## src/rtl/lock_eval_pkg.sv

```systemverilog
// Shared types, defaults and the reference-sum helper for the lock key evaluator.
package lock_eval_pkg;

  localparam int DATA_W_DEF = 32;
  localparam int KEY_W_DEF  = 64;

  // Widest operand the golden helper accepts; callers zero-extend into it.
  localparam int SUM_MAX_W = 64;

  typedef enum logic [2:0] {
    ST_IDLE,
    ST_FETCH,
    ST_APPLY,
    ST_CHECK,
    ST_DONE
  } eval_state_e;

  // Exact sum with carry-out, so nothing is lost for any operand width up to SUM_MAX_W.
  function automatic logic [SUM_MAX_W:0] golden_sum(input logic [SUM_MAX_W-1:0] a,
                                                    input logic [SUM_MAX_W-1:0] b);
    return {1'b0, a} + {1'b0, b};
  endfunction

endpackage

```

## src/rtl/locked_adder_key_eval_ctrl_if.sv

```systemverilog
// Vector-memory and locked-adder bus seen by the key evaluator.
// master = evaluator side, slave = memory/adder side.
interface locked_adder_key_eval_ctrl_if #(
  parameter int DATA_W = 32,
  parameter int KEY_W  = 64,
  parameter int ADDR_W = 14
);
  logic              vec_rd;
  logic [ADDR_W-1:0] vec_addr;
  logic [DATA_W-1:0] vec_a;
  logic [DATA_W-1:0] vec_b;
  logic [DATA_W-1:0] dut_a;
  logic [DATA_W-1:0] dut_b;
  logic [KEY_W-1:0]  dut_key;
  logic [DATA_W:0]   dut_result;

  modport master (
    output vec_rd, vec_addr, dut_a, dut_b, dut_key,
    input  vec_a, vec_b, dut_result
  );

  modport slave (
    input  vec_rd, vec_addr, dut_a, dut_b, dut_key,
    output vec_a, vec_b, dut_result
  );
endinterface

```

## src/rtl/lock_err_accum.sv

```systemverilog
// Mismatch statistics for one key run: saturating error count, OR-mask of
// differing result bits, and the index of the first failing vector.
module lock_err_accum #(
  parameter int DATA_W = 32,
  parameter int ADDR_W = 14,
  parameter int CNT_W  = 14
) (
  input  logic              clk_i,
  input  logic              rst_ni,
  input  logic              clear_i,
  input  logic              enable_i,
  input  logic [DATA_W:0]   result_i,
  input  logic [DATA_W:0]   golden_i,
  input  logic [ADDR_W-1:0] idx_i,
  output logic [CNT_W-1:0]  err_count_o,
  output logic [DATA_W:0]   err_mask_o,
  output logic [ADDR_W-1:0] first_err_addr_o,
  output logic              first_err_vld_o
);

  localparam logic [CNT_W-1:0] CNT_MAX = {CNT_W{1'b1}};

  logic [DATA_W:0] diff;

  assign diff = result_i ^ golden_i;

  // Clear on run start; otherwise fold in one compared vector per enabled cycle.
  always_ff @(posedge clk_i or negedge rst_ni) begin
    if (!rst_ni) begin
      err_count_o      <= '0;
      err_mask_o       <= '0;
      first_err_addr_o <= '0;
      first_err_vld_o  <= 1'b0;
    end else if (clear_i) begin
      err_count_o      <= '0;
      err_mask_o       <= '0;
      first_err_addr_o <= '0;
      first_err_vld_o  <= 1'b0;
    end else if (enable_i && (diff != '0)) begin
      if (err_count_o != CNT_MAX) begin
        err_count_o <= err_count_o + CNT_W'(1);
      end
      err_mask_o <= err_mask_o | diff;
      if (!first_err_vld_o) begin
        first_err_vld_o  <= 1'b1;
        first_err_addr_o <= idx_i;
      end
    end
  end

endmodule

```

## src/rtl/locked_adder_key_eval_ctrl.sv

```systemverilog
// Key-sweep sequencer: latches a candidate key, streams N operand pairs from
// the vector memory through the locked adder and checks every result.
//
// state    | meaning
// ---------+-------------------------------------------------------------
// ST_IDLE  | waiting for start_i; results and key held
// ST_FETCH | read strobe for vector idx is out
// ST_APPLY | memory data valid; registered onto the adder operands
// ST_CHECK | adder output settled; compared against the exact sum
// ST_DONE  | one-cycle completion pulse
module locked_adder_key_eval_ctrl
  import lock_eval_pkg::*;
#(
  parameter int N_VECTORS = 10000,
  parameter int DATA_W    = DATA_W_DEF,
  parameter int KEY_W     = KEY_W_DEF,
  parameter int ADDR_W    = 14,
  parameter int CNT_W     = $clog2(N_VECTORS + 1)
) (
  input  logic              clk_i,
  input  logic              rst_ni,
  input  logic              start_i,
  input  logic              abort_i,
  input  logic [KEY_W-1:0]  key_i,
  output logic              busy_o,
  output logic              done_o,
  output logic [CNT_W-1:0]  err_count_o,
  output logic [DATA_W:0]   err_mask_o,
  output logic [ADDR_W-1:0] first_err_addr_o,
  output logic              first_err_vld_o,
  locked_adder_key_eval_ctrl_if.master bus
);

  localparam logic [ADDR_W-1:0] LAST_IDX = ADDR_W'(N_VECTORS - 1);

  eval_state_e       state;
  logic [ADDR_W-1:0] idx;
  logic [DATA_W:0]   golden;
  logic              run_start;
  logic              check_en;

  assign bus.vec_addr = idx;
  assign run_start    = (state == ST_IDLE) && start_i;
  assign check_en     = (state == ST_CHECK);
  assign golden       = (DATA_W + 1)'(golden_sum(SUM_MAX_W'(bus.dut_a), SUM_MAX_W'(bus.dut_b)));

  // Sequencer; abort wins over every transition outside IDLE, including CHECK->DONE.
  always_ff @(posedge clk_i or negedge rst_ni) begin
    if (!rst_ni) begin
      state       <= ST_IDLE;
      idx         <= '0;
      busy_o      <= 1'b0;
      done_o      <= 1'b0;
      bus.vec_rd  <= 1'b0;
      bus.dut_a   <= '0;
      bus.dut_b   <= '0;
      bus.dut_key <= '0;
    end else begin
      done_o     <= 1'b0;
      bus.vec_rd <= 1'b0;
      if ((state != ST_IDLE) && abort_i) begin
        state  <= ST_IDLE;
        busy_o <= 1'b0;
      end else begin
        case (state)
          ST_IDLE: begin
            if (start_i) begin
              bus.dut_key <= key_i;
              idx         <= '0;
              busy_o      <= 1'b1;
              bus.vec_rd  <= 1'b1;
              state       <= ST_FETCH;
            end
          end
          ST_FETCH: begin
            state <= ST_APPLY;
          end
          ST_APPLY: begin
            bus.dut_a <= bus.vec_a;
            bus.dut_b <= bus.vec_b;
            state     <= ST_CHECK;
          end
          ST_CHECK: begin
            if (idx == LAST_IDX) begin
              done_o <= 1'b1;
              busy_o <= 1'b0;
              state  <= ST_DONE;
            end else begin
              idx        <= idx + ADDR_W'(1);
              bus.vec_rd <= 1'b1;
              state      <= ST_FETCH;
            end
          end
          ST_DONE: begin
            state <= ST_IDLE;
          end
          default: begin
            state <= ST_IDLE;
          end
        endcase
      end
    end
  end

  lock_err_accum #(
    .DATA_W (DATA_W),
    .ADDR_W (ADDR_W),
    .CNT_W  (CNT_W)
  ) u_err_accum (
    .clk_i            (clk_i),
    .rst_ni           (rst_ni),
    .clear_i          (run_start),
    .enable_i         (check_en),
    .result_i         (bus.dut_result),
    .golden_i         (golden),
    .idx_i            (idx),
    .err_count_o      (err_count_o),
    .err_mask_o       (err_mask_o),
    .first_err_addr_o (first_err_addr_o),
    .first_err_vld_o  (first_err_vld_o)
  );

endmodule

```

## src/flat_wrapper.sv

```systemverilog
// flat-port wrapper written by rule: the top's interface ports become plain ports
module locked_adder_key_eval_ctrl_flat import lock_eval_pkg::*;
#(
  parameter int N_VECTORS = 10000,
  parameter int DATA_W    = DATA_W_DEF,
  parameter int KEY_W     = KEY_W_DEF,
  parameter int ADDR_W    = 14,
  parameter int CNT_W     = $clog2(N_VECTORS + 1)
)
  (clk_i, rst_ni, start_i, abort_i, key_i, busy_o, done_o, err_count_o, err_mask_o, first_err_addr_o, first_err_vld_o, bus_vec_rd, bus_vec_addr, bus_dut_a, bus_dut_b, bus_dut_key, bus_vec_a, bus_vec_b, bus_dut_result);
  locked_adder_key_eval_ctrl_if #(.DATA_W(DATA_W), .KEY_W(KEY_W), .ADDR_W(ADDR_W)) bus_i ();
  input  logic clk_i;
  input  logic rst_ni;
  input  logic start_i;
  input  logic abort_i;
  input  logic [KEY_W-1:0] key_i;
  output logic busy_o;
  output logic done_o;
  output logic [CNT_W-1:0] err_count_o;
  output logic [DATA_W:0] err_mask_o;
  output logic [ADDR_W-1:0] first_err_addr_o;
  output logic first_err_vld_o;
  output wire logic [$bits(bus_i.vec_rd)-1:0] bus_vec_rd;
  output wire logic [$bits(bus_i.vec_addr)-1:0] bus_vec_addr;
  output wire logic [$bits(bus_i.dut_a)-1:0] bus_dut_a;
  output wire logic [$bits(bus_i.dut_b)-1:0] bus_dut_b;
  output wire logic [$bits(bus_i.dut_key)-1:0] bus_dut_key;
  input wire logic [$bits(bus_i.vec_a)-1:0] bus_vec_a;
  input wire logic [$bits(bus_i.vec_b)-1:0] bus_vec_b;
  input wire logic [$bits(bus_i.dut_result)-1:0] bus_dut_result;
  assign bus_vec_rd = bus_i.vec_rd;
  assign bus_vec_addr = bus_i.vec_addr;
  assign bus_dut_a = bus_i.dut_a;
  assign bus_dut_b = bus_i.dut_b;
  assign bus_dut_key = bus_i.dut_key;
  assign bus_i.vec_a = bus_vec_a;
  assign bus_i.vec_b = bus_vec_b;
  assign bus_i.dut_result = bus_dut_result;
  locked_adder_key_eval_ctrl #(.N_VECTORS(N_VECTORS), .DATA_W(DATA_W), .KEY_W(KEY_W), .ADDR_W(ADDR_W), .CNT_W(CNT_W)) u_core (.clk_i(clk_i), .rst_ni(rst_ni), .start_i(start_i), .abort_i(abort_i), .key_i(key_i), .busy_o(busy_o), .done_o(done_o), .err_count_o(err_count_o), .err_mask_o(err_mask_o), .first_err_addr_o(first_err_addr_o), .first_err_vld_o(first_err_vld_o), .bus(bus_i));
endmodule
```

## config.mk

```make
export PLATFORM = sky130hd
export DESIGN_NAME = locked_adder_key_eval_ctrl_flat
export DESIGN_NICKNAME = d
export VERILOG_FILES = /design/src/rtl/lock_eval_pkg.sv /design/src/rtl/locked_adder_key_eval_ctrl_if.sv /design/src/rtl/lock_err_accum.sv /design/src/rtl/locked_adder_key_eval_ctrl.sv /design/src/flat_wrapper.sv
export SDC_FILE = /design/constraint.sdc
export NUM_CORES = 1
export LEC_CHECK = 0
export ABC_AREA = 0
export CAP_MARGIN = 25
export CORE_ASPECT_RATIO = 0.75
export CORE_MARGIN = 5
export CORE_UTILIZATION = 46
export DETAILED_ROUTE_END_ITERATION = 8
export GPL_ROUTABILITY_DRIVEN = 0
export PLACE_DENSITY = 0.81
export SYNTH_ARGS = -nofsm -noshare
export SYNTH_HDL_FRONTEND = slang
export SYNTH_SLANG_ARGS = --single-unit
```

## constraint.sdc

```tcl
create_clock -name clk_i -period 4.12 [get_ports clk_i]
set_input_delay 0.412 -clock clk_i [delete_from_list [all_inputs] [get_ports clk_i]]
set_output_delay 0.412 -clock clk_i [all_outputs]
set_load 0.05 [all_outputs]
```

==> flow_metrics.env <==
export IMPL_cp_max_fo=14
export IMPL_clk_latency_ns=0.51
export IMPL_drt_initial_drc_count=790
export IMPL_drtPass1Iterations=5
export IMPL_cts_buffers=22
export IMPL_critPathArrivalTime_ns=4.26
export IMPL_post_dp_hpwl_mm=26.0
export IMPL_start_util=0.463
export IMPL_synth_ff_type="dfrtp_1"
export IMPL_grt_busiest_layer="met2"
export IMPL_worstSetupPathType="reg2reg"
export IMPL_io_buffers=371
export IMPL_cts_tree="yes"
export IMPL_nNetsFinal=1676
export IMPL_endpoint_kind="register"
export IMPL_critPathSlowestCell="or4_1"
export IMPL_drv_slew=0
export IMPL_root_buffer="clkbuf_16"
export IMPL_route_detailed_drc=0
export IMPL_ios=372
export IMPL_fin_tns_setup_ns=0
export IMPL_cp_common_cell="and4b_1"
export IMPL_antenna_found_initial=0
export IMPL_yosysUniqueCellTypes=76
export IMPL_worst_clock_skew_ns=0.0161
export IMPL_yosysWarningCount=0
export IMPL_status="finished, final reports clean"
export IMPL_synth_net_count=1328
export IMPL_fp_dieArea_um2=27200
export IMPL_cap_violations=0
export IMPL_synth_top_cell_area_share=0.477
export IMPL_drive_above_1_share=0.0932
export IMPL_cp_top_family="simple AND/OR/NAND/NOR gates"
export IMPL_fin_crit_ns=3.84
export IMPL_synth_seq_cells=210
export IMPL_die_x_um=189
export IMPL_vias=9790
export IMPL_cp_required_ns=4.54
export IMPL_grt_pass1_vias=9914
export IMPL_track_usage=0.243
export IMPL_whs_ns=0.421
export IMPL_cp_slowest_stage_delay_ns=0.68
export IMPL_rsz0062_at_grt="false"
export IMPL_synthesis_area_um2=11000
export IMPL_grt_first_pass_wirelength_mm=53.7
export IMPL_clock_sinks=210
export IMPL_syn_inst=1128
export IMPL_grt_remaining_overflow=0
export IMPL_grt_max_degree=109
export IMPL_worstPathBufferInverterCount=1
export IMPL_syn_to_final_growth_pct=43.4
export IMPL_leakagePower_nw=6.88
export IMPL_post_drt_via_cell_ratio=5.44
export IMPL_min_path_type="in2reg"
export IMPL_whs_path_depth=3
export IMPL_antenna_violating_nets_post_route=0
export IMPL_synthTopCellsByArea="dfrtp_1 48%, nand2_1 8.8%, mux2_2 6.4%"
export IMPL_syn_avg_cell_area_um2=9.76
export IMPL_cp_start_kind="register"
export IMPL_fin_crit_sh=0.932
export IMPL_fmax_mhz=260
export IMPL_htree_levels=1
export IMPL_grtUsageMet1=0.333
export IMPL_wl_mm=34.6
export IMPL_path_cells="ha_1 > nand2_1 > or4_1 > a211oi_1 > a311oi_1 > nor2_1 > and4b_1 > and4b_1 > or3_1 > buf_4 > mux2i_1"
export IMPL_setup_viol=0
export IMPL_synth_most_common_cell="nand2_1"
export IMPL_coreArea_um2=23800
export IMPL_tightest_slew_ns=0.982
export IMPL_clock_path_buffers=3
export IMPL_ff2ff_path_depth=11
export IMPL_rows=49
export IMPL_p_total_w=0.0160
export IMPL_async_flop_share=1.00
export IMPL_wire_per_inst_um=19.2
export IMPL_fin_area_um2=15800
export IMPL_met2_usage=0.383
export IMPL_synth_top_area_cell="dfrtp_1"
export IMPL_cts_clk_slew_worst_paths_ns=0.06
export IMPL_power_density_nw_per_um2=1010
export IMPL_met3_usage=0.0808
export IMPL_synth_edff_count=0
export IMPL_vdd_drop_max_mv=0.680
export IMPL_placed_cell_area_um2=14900
export IMPL_synth_seq_area_share=0.477
export IMPL_worst_slew_margin_rel=0.341
export IMPL_die_h_um=144
export IMPL_hold_viol=0
export IMPL_synth_common_cells="257 x nand2_1, 210 x dfrtp_1, 64 x a21oi_1"
export IMPL_worstSetupPathDepth=11
per-stage QoR:
| step | worst slack [ns] | util | cells |
|---|---|---|---|
| after floorplan | 0.533 | - | 1128 |
| after global placement | 0.331 | 0.628 | 1757 |
| after detailed placement | 0.294 | 0.628 | 1757 |
| after CTS | 0.294 | 0.663 | 1797 |
| after global routing | 0.0241 | 0.663 | 1797 |
| final | 0.279 | 0.663 | 1798 |
path summary, 6_finish.rpt:
kind | end | from | slack (ns)
max in group asynchronous | u_core.u_err_accum.err_mask_o[15] | rst_ni | 2.59
worst max register to register | u_core.u_err_accum.first_err_addr_o[4] | u_core.bus.dut_b[17] | 0.28
worst min register to register | u_core.bus.dut_key[1] | u_core.bus.dut_key[1] | 0.47
worst max-delay path | u_core.u_err_accum.first_err_addr_o[4] | u_core.bus.dut_b[17] | 0.28
min in group asynchronous | u_core.bus.dut_key[54] | rst_ni | 0.57
worst min-delay path | u_core.bus.dut_key[18] | key_i[18] | 0.42
routing by layer:
layer | vias to the layer above | share of wire
li1 | 4653 | -
met1 | 4653 | 0.43
met2 | 436 | 0.44
met3 | 48 | 0.10
met4 | 0 | 0.020
met5 | - | 0
placed cells by master (no fill, tap or decap), types with 6 or more instances in the layout:
master and count:
a21o_1 9, a21oi_1 63, a22o_1 12, and3_1 9
buf_4 9, clkbuf_16 23, clkdlybuf4s50_1 370, dfrtp_1 210
ha_1 34, inv_1 25, mux2_2 63, mux2i_1 18
nand2_1 257, nand2b_1 12, nand3_1 25, nand4_1 26
nor2_1 47, nor3_1 10, nor4_1 8, o211ai_1 10
o21a_1 14, o21ai_0 28, o21ai_1 14, o31ai_1 7
or3_1 10, or4_1 6, xnor2_1 44, xor2_1 19
logic make-up (layout without fill, tap and decap cells):
logic type,Yosys count,after routing,share of synthesized area
fa+ha+maj,35,35,0.0405
buf+inv,84,447,0.0350
simple gates,443,443,0.185
xor+xnor,63,63,0.0501
compound gates,212,212,0.132
flops,210,210,0.477
other cells,0,1,0
mux,81,81,0.0808
flip-flops by register name, indices dropped and copies added (netlist names), 3 cells and up:
| signal | cells |
|---|---|
| u_core.bus.dut_key | 64 |
| u_core.u_err_accum.err_mask_o | 33 |
| u_core.bus.dut_a | 32 |
| u_core.bus.dut_b | 32 |
| u_core.bus.vec_addr | 14 |
| u_core.u_err_accum.err_count_o | 14 |
| u_core.u_err_accum.first_err_addr_o | 14 |
| u_core.state | 3 |
where the power goes:
| group | switching (W) | internal [W] | leakage [nW] |
|---|---|---|---|
| Sequential | 0.000563 | 0.00285 | 2.68 |
| Clock | 0.000840 | 0.00141 | 0.411 |
| Combinational | 0.00670 | 0.00363 | 3.79 |
worst min-delay path: cells and delay by family:
family | cells | cell delay (ns)
buf+inv | 1 | 0.39
simple gates | 2 | 0.09
repair_timing:
item	in CTS	in global routing
endpoints found under the hold margin	34	0
setup endpoints to repair	0	17
setup buffers	0	0
resized for setup	0	1
hold buffers	1	0
area by class of cell:
cell class | count | area, um2
fillers | 1857 | 8010
diodes | 1 | 2.50
well taps | 306 | 383
clock inverters | 10 | 175
flip-flops and latches | 210 | 5260
repair buffers | 383 | 3840
inverters | 25 | 93.8
multi-input cells | 834 | 5390
clock buffers | 29 | 648
Note: power is estimated with default switching activity, not from simulation.
==> variant, RTL diff (config.mk and constraints unchanged) <==
`DATA_W_DEF`: 32 -> 48.
--- a/src/rtl/lock_eval_pkg.sv
+++ b/src/rtl/lock_eval_pkg.sv
@@ -1,7 +1,7 @@
 // Shared types, defaults and the reference-sum helper for the lock key evaluator.
 package lock_eval_pkg;
 
-  localparam int DATA_W_DEF = 32;
+  localparam int DATA_W_DEF = 48;
   localparam int KEY_W_DEF  = 64;
 
   // Widest operand the golden helper accepts; callers zero-extend into it.
Interface: changed (6 resized); port bits go from 372 to 468. No check against the original RTL was run, so the function may have changed too.
==> variant against the unedited design <==
- the run now ends with negative hold slack left
- wire length rose by 38%
- area after synthesis grew 26%
- critical endpoint is now u_core.u_err_accum.err_mask_o[22]
- critical path type unchanged
- cell count rose by 28%
- core utilization increased by 0.94 points
- design area is 28% higher
- setup slack got worse by 160 ps
- fmax is 3.9% lower
- count of clock-buffer cells in the layout rose by 4
- synthesized cell count is 27% higher
- sequential cell count is 48 higher
Power is not shown: default switching activity piles up to over one toggle a cycle in this logic, so the estimate is an artifact.
==> variant: results (changes against the unedited design) <==
- Hold buffers post-CTS: 0 (-1)
- Final #Nets: 2146 (+28%)
- First-pass GRT wire length: 74.00 mm (+38%)
- Worst Max-Slew Pin Slew: 1018 ps (+36.62 ps)
- DR vias/cell: 5.636 (+3.5%)
- Final Hold Vio Count: 26 (+26)
- Placed wire-length estimate: 36.38 mm (+40%)
- Post-synth cell types: 77 (+1.3%)
- CTS clock-pin slew for the worst setup and hold paths: roughly 70 ps
- CTS buffer count: 27 (+23%)
- Top cells by count, synth: 299 x nand2_1, 258 x dfrtp_1, 94 x mux2_2
- Post-synthesis async set-or-reset flop share: 1.000 (unchanged)
- Most numerous cell in the Yosys netlist: nand2_1
- Met3 usage: 0.06268 (-0.01816)
- Syn_nets: 1695 (+28%)
- Total GRT Usage: 0.2693 (+0.02636)
- Root buffer cell: clkbuf_16
- Port Buffers: 467 (+26%)
- Yosys warns: 0 (unchanged)
- Filler instances: 2316 (+25%)
- Synth top area cells: dfrtp_1 46%, nand2_1 8.1%, mux2_2 7.6%, ha_1 4.5%, xnor2_1 4.0%
- Failing checks: negative hold slack
- CTS H-tree depth: 1 (unchanged)
- Layout cells sized above 1: 0.1173 (+0.02408)
- Clk Latency, worst-skew pair: 550 ps (+40 ps)
- Via count of the first global-routing pass: 12990 (+31%)
- TritonRoute pass-1 iters: 6 (+1)
- Worst min-delay path class: in2async
- Placed Instance Area: 19000 um2 (+27%)
- Maximum fanout along the worst path: 21 (+7)
- Starting DRT DRC Count: 1161 (+47%)
- Final hold slack: -54.16 ps (-475.0 ps)
- Critical Path AT: 4430 ps (+170 ps)
- Met1 Resource Use GR: 0.3656 (+0.03283)
- Pin count of the biggest net entering global routing: 130 (+19%)
- Met2 Track Usage GR: 0.4337 (+0.05064)
- Skew final: 13.16 ps (-2.965 ps)
- Final WL: 47.70 mm (+38%)
- Status: complete, but fails checks
- Antenna violations before repair: 1 (+1)
- Sequential-to-total area share from yosys stat: 0.4641 (-0.01331)
- Top Registers: u_core.bus.dut_key: 64 flops, u_core.u_err_accum.err_mask_o: 49 flops
- Max clock buf depth: 3 (unchanged)
## variant: worst max-delay path: stages, from the launching register on
cell	delay, ps
dfrtp_1	410
ha_1	390
o211ai_1	270
o211ai_2	170
a31oi_4	330
o211ai_2	180
buf_4	200
a31o_2	230
a211oi_1	360
nand3_1	150
nor4_2	270
and4_1	300
buf_6	160
nor2_4	110
a32o_1	330
## variant: path summary, 6_finish.rpt
check                                  startpoint  slack (ps)                                 to  cells past startpoint
hold reg to reg            u_core.bus.dut_key[59]         470             u_core.bus.dut_key[59]                      2
hold / removal                             rst_ni         -50             u_core.bus.dut_key[17]                      1
setup reg to reg              u_core.bus.dut_b[2]         120  u_core.u_err_accum.err_mask_o[22]                     14
setup / recovery              u_core.bus.dut_b[2]         120  u_core.u_err_accum.err_mask_o[22]                     14
min in group clk_i                      key_i[62]         380             u_core.bus.dut_key[62]                      3
max in group asynchronous                  rst_ni        3120               u_core.bus.dut_a[46]                      2
## variant: cell type report
| type | instances | area, um2 | area share |
|---|---|---|---|
| multi-input combinational | 1071 | 7177 | 0.3555 |
| sequential | 258 | 6456 | 0.3198 |
| timing repair buffer | 494 | 4940 | 0.2447 |
| clock buffer | 33 | 738.2 | 0.03657 |
| tap | 399 | 499.2 | 0.02473 |
| clock inverter | 15 | 261.5 | 0.01295 |
| inverter | 30 | 112.6 | 0.005578 |
| antenna | 1 | 2.502 | 0.0001240 |
## variant: timing repair
action	in CTS	in global routing
gates resized for setup	9	29
pin swaps	2	11
setup buffers	1	3
setup endpoints to repair	61	61
## variant: logic make-up after synthesis
| logic type | count (synthesis) | synth area share |
|---|---|---|
| multiplexers | 110 | 0.08760 |
| adder cells (fa/ha/maj) | 51 | 0.04641 |
| buffers and inverters | 102 | 0.03193 |
| AND/OR/NAND/NOR | 525 | 0.1700 |
| flip-flops | 258 | 0.4641 |
| XOR/XNOR | 89 | 0.05603 |
| AO/OA/AOI/OAI | 296 | 0.1440 |
## variant: per-stage QoR
step	instances	setup slack, ps
floorplan	1431	49.07
global placement	2248	-162.6
detailed placement	2248	-224.0
CTS	2297	13.38
global route	2301	-22.68
finish	2301	123.1
## variant: routing by layer
layer  vias up  share of wire
li1       5994              -
met1      6251           0.41
met2       618           0.46
met3       105          0.090
met4         0          0.037
met5         -              0
